==> src/rtl/oscope_pkg.sv <==
// oscope_pkg: shared FSM state type and default parameters
// for the serial ADC sampler front end.
package oscope_pkg;

    typedef enum logic [1:0] {
        ST_IDLE  = 2'd0,
        ST_SHIFT = 2'd1,
        ST_DONE  = 2'd2
    } samp_state_t;

    localparam int DEF_CLK_DIV    = 64;
    localparam int DEF_FRAME_BITS = 16;
    localparam int DEF_LEAD_PAD   = 2;
    localparam int DEF_DATA_BITS  = 8;

    localparam logic [15:0] OVR_MAX = 16'hFFFF;

    function automatic logic [15:0] sat_inc16(input logic [15:0] v);
        return (v == OVR_MAX) ? v : v + 16'd1;
    endfunction

endpackage

==> src/rtl/adc_clk_gen.sv <==
// adc_clk_gen: divides osc_clk down to the ADC serial clock and
// flags the osc_clk cycle on which adc_clk is about to rise.
module adc_clk_gen
    import oscope_pkg::*;
#(
    parameter int CLK_DIV = DEF_CLK_DIV
) (
    input  logic osc_clk,
    input  logic reset,
    output logic adc_clk,
    output logic rise_tick
);

    localparam int CW = (CLK_DIV > 1) ? $clog2(CLK_DIV) : 1;
    localparam logic [CW-1:0] LAST = CW'(CLK_DIV - 1);

    logic [CW-1:0] div_cnt;
    logic          wrap;

    assign wrap      = (div_cnt == LAST);
    assign rise_tick = wrap & ~adc_clk;

    always_ff @(posedge osc_clk or posedge reset) begin
        if (reset) begin
            div_cnt <= '0;
            adc_clk <= 1'b0;
        end else if (wrap) begin
            div_cnt <= '0;
            adc_clk <= ~adc_clk;
        end else begin
            div_cnt <= div_cnt + 1'b1;
        end
    end

endmodule

==> src/rtl/adc_sampler.sv <==
// adc_sampler: clocks frames out of a serial ADC, extracts the data
// field, decimates frames and hands samples over a valid/ready port.
module adc_sampler
    import oscope_pkg::*;
#(
    parameter int CLK_DIV    = DEF_CLK_DIV,
    parameter int FRAME_BITS = DEF_FRAME_BITS,
    parameter int LEAD_PAD   = DEF_LEAD_PAD,
    parameter int DATA_BITS  = DEF_DATA_BITS
) (
    input  logic                 osc_clk,
    input  logic                 reset,
    input  logic                 adc_data,
    input  logic                 enable,
    input  logic [7:0]           decim,
    input  logic                 sample_ready,
    output logic                 adc_clk,
    output logic                 adc_conv,
    output logic [DATA_BITS-1:0] sample_data,
    output logic                 sample_valid,
    output logic                 busy,
    output logic [15:0]          overrun_count
);

    localparam int BW = (FRAME_BITS > 1) ? $clog2(FRAME_BITS) : 1;
    localparam logic [BW-1:0] LAST_BIT = BW'(FRAME_BITS - 1);
    localparam int WORD_MSB = FRAME_BITS - 1 - LEAD_PAD;

    samp_state_t           state;
    logic                  rise_tick;
    logic [BW-1:0]         bitcnt;
    logic [FRAME_BITS-1:0] shift_reg;
    logic                  frame_end;
    logic [7:0]            dcnt;
    logic                  deliver;
    logic                  accept;
    logic [DATA_BITS-1:0]  word;

    adc_clk_gen #(
        .CLK_DIV(CLK_DIV)
    ) u_clk_gen (
        .osc_clk  (osc_clk),
        .reset    (reset),
        .adc_clk  (adc_clk),
        .rise_tick(rise_tick)
    );

    assign word    = shift_reg[WORD_MSB -: DATA_BITS];
    assign deliver = frame_end && (dcnt == decim);
    assign accept  = sample_valid && sample_ready;

    // Frame sequencer; every transition is aligned to an adc_clk rise.
    always_ff @(posedge osc_clk or posedge reset) begin
        if (reset) begin
            state     <= ST_IDLE;
            adc_conv  <= 1'b1;
            busy      <= 1'b0;
            bitcnt    <= '0;
            shift_reg <= '0;
            frame_end <= 1'b0;
        end else begin
            frame_end <= 1'b0;
            if (rise_tick) begin
                unique case (state)
                    ST_IDLE: begin
                        if (enable) begin
                            state    <= ST_SHIFT;
                            adc_conv <= 1'b0;
                            busy     <= 1'b1;
                            bitcnt   <= '0;
                        end
                    end
                    ST_SHIFT: begin
                        shift_reg <= FRAME_BITS'({shift_reg, adc_data});
                        bitcnt    <= bitcnt + 1'b1;
                        if (bitcnt == LAST_BIT) begin
                            state     <= ST_DONE;
                            adc_conv  <= 1'b1;
                            frame_end <= 1'b1;
                        end
                    end
                    ST_DONE: begin
                        if (enable) begin
                            state    <= ST_SHIFT;
                            adc_conv <= 1'b0;
                            bitcnt   <= '0;
                        end else begin
                            state <= ST_IDLE;
                            busy  <= 1'b0;
                        end
                    end
                    default: begin
                        state    <= ST_IDLE;
                        adc_conv <= 1'b1;
                        busy     <= 1'b0;
                    end
                endcase
            end
        end
    end

    // A shrunk decim can leave dcnt above it; that frame is skipped.
    always_ff @(posedge osc_clk or posedge reset) begin
        if (reset) begin
            dcnt <= '0;
        end else if (frame_end) begin
            if (dcnt >= decim) begin
                dcnt <= '0;
            end else begin
                dcnt <= dcnt + 8'd1;
            end
        end
    end

    always_ff @(posedge osc_clk or posedge reset) begin
        if (reset) begin
            sample_data   <= '0;
            sample_valid  <= 1'b0;
            overrun_count <= '0;
        end else if (deliver && (!sample_valid || sample_ready)) begin
            sample_data  <= word;
            sample_valid <= 1'b1;
        end else if (deliver) begin
            overrun_count <= sat_inc16(overrun_count);
        end else if (accept) begin
            sample_valid <= 1'b0;
        end
    end

endmodule

==> config.mk <==
export PLATFORM = sky130hd
export DESIGN_NAME = adc_sampler
export DESIGN_NICKNAME = d
export VERILOG_FILES = /design/src/rtl/oscope_pkg.sv /design/src/rtl/adc_clk_gen.sv /design/src/rtl/adc_sampler.sv
export SDC_FILE = /design/constraint.sdc
export NUM_CORES = 1
export LEC_CHECK = 0
export CORE_ASPECT_RATIO = 0.5
export CORE_MARGIN = 8
export CORE_UTILIZATION = 49
export CTS_CLUSTER_DIAMETER = 80
export DETAILED_ROUTE_END_ITERATION = 8
export PLACE_DENSITY = 0.72
export REMOVE_ABC_BUFFERS = 1
export SKIP_CTS_REPAIR_TIMING = 1
export SYNTH_ARGS = -nofsm -noshare
export SYNTH_HDL_FRONTEND = slang
export SYNTH_SLANG_ARGS = --single-unit
==> constraint.sdc <==
create_clock -name osc_clk -period 2.1 [get_ports osc_clk]
set_input_delay 0.42 -clock osc_clk [delete_from_list [all_inputs] [get_ports osc_clk]]
set_output_delay 0.42 -clock osc_clk [all_outputs]
set_load 0.01 [all_outputs]
==> results of run 1 <==
==> tightest hold or removal path: stages <==
cell and delay, ns:
clkdlybuf4s50_1 0.41, inv_2 0.06, buf_4 0.30
==> cells by family after synthesis <==
| group | synth area share, % |
|---|---|
| muxes | 9.430 |
| and+or+nand+nor | 15.63 |
| buffers and inverters | 2.389 |
| AOI/OAI and AO/OA | 8.508 |
| xor gates and xnor gates | 6.161 |
| adders and majority gates | 5.029 |
| DFF | 52.85 |
==> power breakdown <==
group          leakage, nW  switching [mW]  total (mW)  internal (mW)
combinational        0.933          0.0572       0.108         0.0505
sequential           0.826        0.000121        1.22           1.22
clock                0.160           0.510        1.61           1.10
total                 1.92           0.567        2.93           2.37
==> stage by stage <==
stage / hold WS (ns) / setup TNS, ns
after floorplan: 0.4450 / -0.6462
after global placement: 0.4653 / -14.30
after detailed placement: 0.4702 / -15.17
after CTS: 0.4731 / -4.808
after global routing: 0.5041 / -0.4543
final: 0.4663 / -0.02581
==> path summary, 6_finish.rpt <==
| path | to | slack, ns | cells after the start |
|---|---|---|---|
| min reg2reg | u_clk_gen.div_cnt[5] | 0.48 | 1 |
| max reg2reg | dcnt[3] | -0.03 | 7 |
| max in group asynchronous | adc_conv | 1.20 | 3 |
| min | sample_data[4] | 0.47 | 3 |
| min in group osc_clk | u_clk_gen.div_cnt[5] | 0.48 | 1 |
| max | dcnt[3] | -0.03 | 7 |
==> placed cells by master, fill, tap and decap left out, types with 4 or more instances in the layout <==
cell	netlist	final
a21oi_1	10	9
a22o_1	4	4
buf_4	2	25
clkbuf_16	0	9
clkdlybuf4s50_1	0	32
dfrtp_1	62	62
dlymetal6s2s_1	0	8
ha_1	12	4
ha_4	0	8
inv_1	13	5
inv_2	0	8
mux2_2	24	24
nand2_1	16	16
nand3_1	14	11
nand4_1	7	7
nor2_1	16	14
nor2b_1	4	4
nor3_1	5	5
o21ai_0	9	9
xnor2_1	13	12
xor2_1	8	8
==> per-layer routing <==
| layer | global-route usage (%) | wire (um) | vias up |
|---|---|---|---|
| li1 | - | - | 1074 |
| met5 | 0 | 0 | - |
| met3 | 5.547 | 364 | 9 |
| met4 | 6.077 | 94 | 0 |
| met1 | 17.52 | 2790 | 1087 |
| met2 | 23.76 | 3244 | 51 |
==> area by class of cell <==
cell class | instances | area, um^2 | area share [%]
Sequential cell | 63 | 1578 | 37.64
Multi-Input combinational cell | 179 | 1513 | 36.09
Timing Repair Buffer | 67 | 630.6 | 15.04
Clock buffer | 13 | 260.3 | 6.209
Tap cell | 77 | 96.34 | 2.299
Clock inverter | 3 | 65.06 | 1.552
Inverter | 13 | 48.80 | 1.164
==> metrics, run 1 <==
most common cell in the netlist dfrtp_1; final hold violation count 0; initial antenna violation count 0; delay-heaviest family, CP simple AND/OR/NAND/NOR gates; unique cell type count in the Yosys netlist 44; Core Area 0.005981 mm^2; setup slack after placement -0.6602 ns; routability congestion estimate slightly below 0.8; FP Rows 20; number of global-route vias before repair around 2200; DIE WIDTH about 130 um; Synth Flop Type dfrtp_1; routed vias/inst 5.352; top cell type's share of synthesized area between 50% and 60%; clock buffer depth 2; YS warnings 0; slowest stage delay, CP 0.64 ns; Synth Register Bits 63; Fmax 470.4 MHz; Max-slew headroom 62.54%; RSZ-0062 raised after global routing true; GR Overflow Total 0; area grow syn2layout 40.40%; cell area after placement 0.003640 mm^2; Worst-path clk slew 0.05 ns; violated checks negative setup slack; Via Count 2221; Setup crit end kind flip-flop; worst path arrival time ~2.4 ns; Post-Route WL 6493 um; Cell Count Post-Placement approximately 400; fin nets 358; reg2reg start dcnt[3]; Critical path origin dcnt[3]; Tmin final 2.126 ns; Hold WC Path Type input port to async pin; Top Ports between 40 and 50; Fillers 441; Max IR drop VDD 603.5 uV; drt first pass iters 4; kind of critical path flip-flop to flip-flop; top post-synthesis cells by count 62 x dfrtp_1, 24 x mux2_2, 16 x nand2_1, 16 x nor2_1, 14 x nand3_1; clock sinks 63; status complete, but fails checks; htree depth 3; Inserted Diodes 0; clk_skew between 0.005 and 0.006 ns; Slowest cell on crit path or4b_2; first-pass GRT wire length 10600 um; cell taking the most area after synthesis dfrtp_1; WL/cell approximately 16 um; fraction of layout instances using a drive strength above 1 approximately 30%; CTS tree built; Starting DRT DRC Count 149; max cap viols 0; die height 71.20 um; total CTS buffers 9; actual slew at the worst max-slew pin 0.5576 ns; WP buf/inv 1; max reg flops 16; Routed Antenna Nets 0; count of final setup violators 1; starting density of the core 49.92%; Total Power 2.935 mW; mean post-synth cell area 11.53 um^2; clock latency on the worst-skew pair roughly 0.33 ns; Leak 1.918 nW; final design utilization 70.08%; Slew Limit Fails 0; post-route clock period utilization 101.2%; mapped cell area about 0.0030 mm^2; Cell Count, Final, Fillers Out 415; synthesized instance count around 260; Residual DRC 0; gr usage total 14.76%; synth top area cells dfrtp_1 52%, mux2_2 9.1%, ha_1 5.0%; Req. time, crit path 2.33 ns; PnR worst setup slack -0.02581 ns; Cell Pwr Density 700.2 mW/mm^2; hpwl dp 4234 um; PortBufs 40; critical path cell sequence ha_4 > buf_4 > a21oi_1 > o211a_1 > o21ai_1 > or4b_2 > o221ai_1; die area 0.008998 mm^2; largest net degree at the start of global routing 38; number of synthesized flops with an enable pin 0; CP startpoint kind flip-flop; Async SR Flop Fraction 100.0%; post-route cell area 0.004192 mm^2; post-synthesis sequential area ratio 52.85%; largest fanout on the critical path 2; CTS Root Cell clkbuf_16
Note: power is estimated with default switching activity, not from simulation.
==> run 2: changes to the inputs <==
Settings changed: CORE_MARGIN 8 to 1.5.
==> metrics, run 2 (same netlist as run 1, synthesis figures left out) <==
PnR worst setup slack -0.07094 ns; setup slack after placement -0.6837 ns; FP Rows 19; violated checks negative setup slack; max cap viols 0; Fmax 460.6 MHz; first-pass GRT wire length about 10000 um; clk_skew 0.004833 ns; WL/cell roughly 16 um; Leak 1.907 nW; Starting DRT DRC Count 101; routability congestion estimate 0.8265; initial antenna violation count 0; Max IR drop VDD 549.4 uV; fin nets ~360; Residual DRC 0; Hold WC Path Type input port to async pin; PortBufs 40; Worst-path clk slew 0.05 ns; DIE WIDTH 113.4 um; multi-input logic area 0.001510 mm^2; most frequent cells in the layout 62 x dfrtp_1, 32 x clkdlybuf4s50_1, 24 x mux2_2, 24 x buf_4, 16 x nand2_1; Cell Pwr Density between 600 and 700 mW/mm^2; clock latency on the worst-skew pair 0.33 ns; final hold slack about 0.45 ns; total CTS buffers 9; die height 58.20 um; CTS Root Cell clkbuf_16; Total Power 2.897 mW; Fillers between 300 and 400; GR Overflow Total 0; routed vias/inst about 5.5; CTS tree built; die area ~0.0066 mm^2; largest fanout on the critical path 3; drt first pass iters 4; gr usage total between 20 and 25%; hpwl dp roughly 4200 um; worst path arrival time 2.42 ns; clock buffer depth 2; actual slew at the worst max-slew pin 0.5661 ns; final hold violation count 0; Tmin final 2.171 ns; Top Ports 41; Post-Route WL 6529 um; reg2reg start dcnt[5]; RSZ-0062 raised after global routing true; largest net degree at the start of global routing 40; starting density of the core a little over half; status complete, but fails checks; register-to-register setup slack -0.07 ns; CP startpoint kind flip-flop; clock sinks 63; Inserted Diodes 0; area grow syn2layout 39.52%; max reg flops 16; Via Count roughly 2200; Max-slew headroom 61.97%; fraction of layout instances using a drive strength above 1 29.76%; count of final setup violators 8; Req. time, crit path about 2.4 ns; Slew Limit Fails 0; htree depth 3; post-route clock period utilization 103.4%; Setup crit end kind flip-flop; leading cell type in the layout, fill and taps excluded dfrtp_1; kind of critical path flip-flop to flip-flop; Core Area 0.005682 mm^2; final design utilization between 70% and 80%; Seq. cell area 0.001578 mm^2; Routed Antenna Nets 0; R2R depth 6; RR Endpoint overrun_count[10]; number of global-route vias before repair 2179
-- run 2: per-stage QoR --
stage                     setup TNS, ns  area, um^2  std cells
after global placement           -14.80        3640        391
after detailed placement         -15.91        3640        391
after CTS                        -5.574        3956        407
after floorplan                 -0.6462        2963        255
final                           -0.3081        4165        409
after global routing             -1.012        4165        409
-- run 2: routing by layer --
metal | routed length [um] | track usage (%) | up-vias | share of wire [%]
met4 | 79 | 7.679 | 0 | 1.2
met5 | 0 | 0 | - | 0
met2 | 3233 | 33.51 | 42 | 50
li1 | - | - | 1067 | -
met1 | 2976 | 25.55 | 1119 | 46
met3 | 240 | 6.904 | 8 | 3.7
-- run 2: report_power, final --
group / switching, mW / internal [mW]
combinational: 0.0578 / 0.0532
sequential: 0.000120 / 1.22
clock: 0.504 / 1.07
total: 0.561 / 2.34
-- run 2: how the worst max path moves through the flow --
stage / start / endpoint
after global placement: decim[6] / overrun_count[15]
after global routing: dcnt[5] / overrun_count[15]
after floorplan: decim[6] / overrun_count[1]
after CTS: decim[6] / overrun_count[1]
final: dcnt[5] / overrun_count[10]
after detailed placement: decim[5] / overrun_count[15]
-- run 2: final cells by class --
class	count	share of cell area [%]
Clock inverter	4	1.682
Timing Repair Buffer	65	14.90
Multi-Input combinational cell	179	36.26
Inverter	13	1.172
Clock buffer	12	5.918
Sequential cell	63	37.88
Tap cell	73	2.193
-- run 2: worst max-delay path: stages (launching register included) --
cell and delay [ns]:
dfrtp_1 0.42, ha_4 0.30, nand4_4 0.12, or4_4 0.60
or3_4 0.39, nor2_2 0.11, xor2_1 0.17
==> run 3: changes to the inputs <==
==> constraint.sdc (replaced) <==
create_clock -name osc_clk -period 2.1 [get_ports osc_clk]
set_input_delay 0.63 -clock osc_clk [delete_from_list [all_inputs] [get_ports osc_clk]]
set_output_delay 0.63 -clock osc_clk [all_outputs]
set_load 0.01 [all_outputs]
==> metrics, run 3 (same netlist as run 1, synthesis figures left out) <==
CTS tree built; PnR worst setup slack -0.04374 ns; total CTS buffers 9; largest fanout on the critical path 7; Max-slew headroom 63.56%; Cell Count Post-Placement 392; Req. time, crit path around 2.3 ns; setup slack after placement -0.8883 ns; htree depth 3; initial antenna violation count 0; die height between 50 and 60 um; WL/cell 14.87 um; number of global-route vias before repair 2131; Max IR drop VDD 531.9 uV; Leak 1.872 nW; Fillers 402; Endpoint, Worst Hold shift_reg[13]; PortBufs 40; gr usage total roughly a fifth; Cell Count, Final, Fillers Out about 410; Starting DRT DRC Count 73; RSZ-0062 raised after global routing true; FP Rows 19; fin nets ~360; worst path arrival time 2.36 ns; count of final setup violators 9; final hold violation count 0; die area 0.006598 mm^2; fraction of layout instances using a drive strength above 1 28.57%; Slew Limit Fails 0; kind of critical path input port to flip-flop; largest net degree at the start of global routing 23; Tmin final 2.144 ns; clock buffer depth 2; most frequent cells in the layout 62 x dfrtp_1, 32 x clkdlybuf4s50_1, 24 x mux2_2, 24 x buf_4; Hold WC Path Type flip-flop to flip-flop; Top Ports between 40 and 50; CP startpoint kind input port; Fmax 466.5 MHz; CTS Root Cell clkbuf_16; Hold Startpoint shift_reg[13]; routed vias/inst 5.381; Residual DRC 0; violated checks negative setup slack; starting density of the core 52.54%; reg2reg start dcnt[7]; routability congestion estimate 0.8270; DIE WIDTH 113.4 um; area grow syn2layout 37.01%; GR Overflow Total 0; actual slew at the worst max-slew pin about 0.54 ns; clk_skew 0.005380 ns; max cap viols 0; Setup crit end kind flip-flop; register-to-register setup slack -0.03 ns; final hold slack 0.4856 ns; drt first pass iters 4; RR Endpoint overrun_count[15]; Routed Antenna Nets 0; Worst-path clk slew approximately 0.050 ns; Post-Route WL 6083 um; max reg flops 16; clock latency on the worst-skew pair 0.33 ns; post-route clock period utilization 102.1%; Core Area 0.005682 mm^2; Worst Hold Path Cells 1; status complete, but fails checks; Cell Pwr Density 681.7 mW/mm^2; first-pass GRT wire length 10030 um; Inserted Diodes 0; leading cell type in the layout, fill and taps excluded dfrtp_1; clock sinks 63; hpwl dp 4199 um; R2R depth 6; Via Count ~2200
==> run 3: cell types whose count changed in the layout (fill, tap and decap cells not counted), moves of 2 or more <==
cell        change
clkbuf_1        -2
clkinvlp_4      +2
nor2_1          +2
xnor2_1         +2
xnor2_2         -2
==> run 3: routing by layer <==
layer  wire (um)  share of wire [%]  global-route usage [%]
met5           0                  0                       0
met4         136                2.2                   8.571
met3         224                3.7                   5.962
met2        2991                 49                   33.51
met1        2730                 45                   25.39
==> run 3: final cells by class <==
cell class	count	area, um^2	area share, %
inverters	13	48.80	1.193
repair buffers	65	613.1	14.99
clock buffers	9	225.2	5.506
flip-flops and latches	63	1578	38.57
well taps	73	91.34	2.233
clock inverters	7	72.57	1.774
multi-input cells	179	1461	35.73
==> run 3: worst max path at each step <==
stage / startpoint / slack (ns) / end
floorplan: decim[6] / -0.32 / overrun_count[1]
CTS: decim[5] / -0.55 / overrun_count[15]
global route: decim[7] / -0.11 / overrun_count[13]
global placement: decim[6] / -0.83 / overrun_count[15]
finish: decim[7] / -0.04 / overrun_count[15]
detailed placement: decim[6] / -0.89 / overrun_count[15]
==> run 3: where the power goes <==
| part | internal (mW) | switching [mW] | leakage, nW |
|---|---|---|---|
| registers | 1.21 | 0.000123 | 0.826 |
| clock network | 0.919 | 0.546 | 0.142 |
| logic | 0.0526 | 0.0555 | 0.904 |
| total | 2.19 | 0.602 | 1.87 |
==> run 3: metrics by stage <==
| stage | setup TNS, ns | utilization (%) | total power, mW | instance area [um^2] |
|---|---|---|---|---|
| after floorplan | -10.98 | - | 1.277 | 2963 |
| after global placement | -21.58 | 64.19 | 1.325 | 3647 |
| after detailed placement | -22.58 | 64.19 | 1.328 | 3647 |
| after CTS | -11.81 | 69.43 | 2.809 | 3945 |
| after global routing | -1.255 | 71.99 | 2.895 | 4090 |
| final | -0.1952 | 71.99 | 2.788 | 4090 |
==> run 3: critical path, cell delays in order <==
cell            delay, ns
dlymetal6s2s_1       0.10
inv_2                0.05
ha_4                 0.28
nand4_4              0.10
or4_4                0.55
a211oi_4             0.32
nand4_1              0.17
xnor2_1              0.15
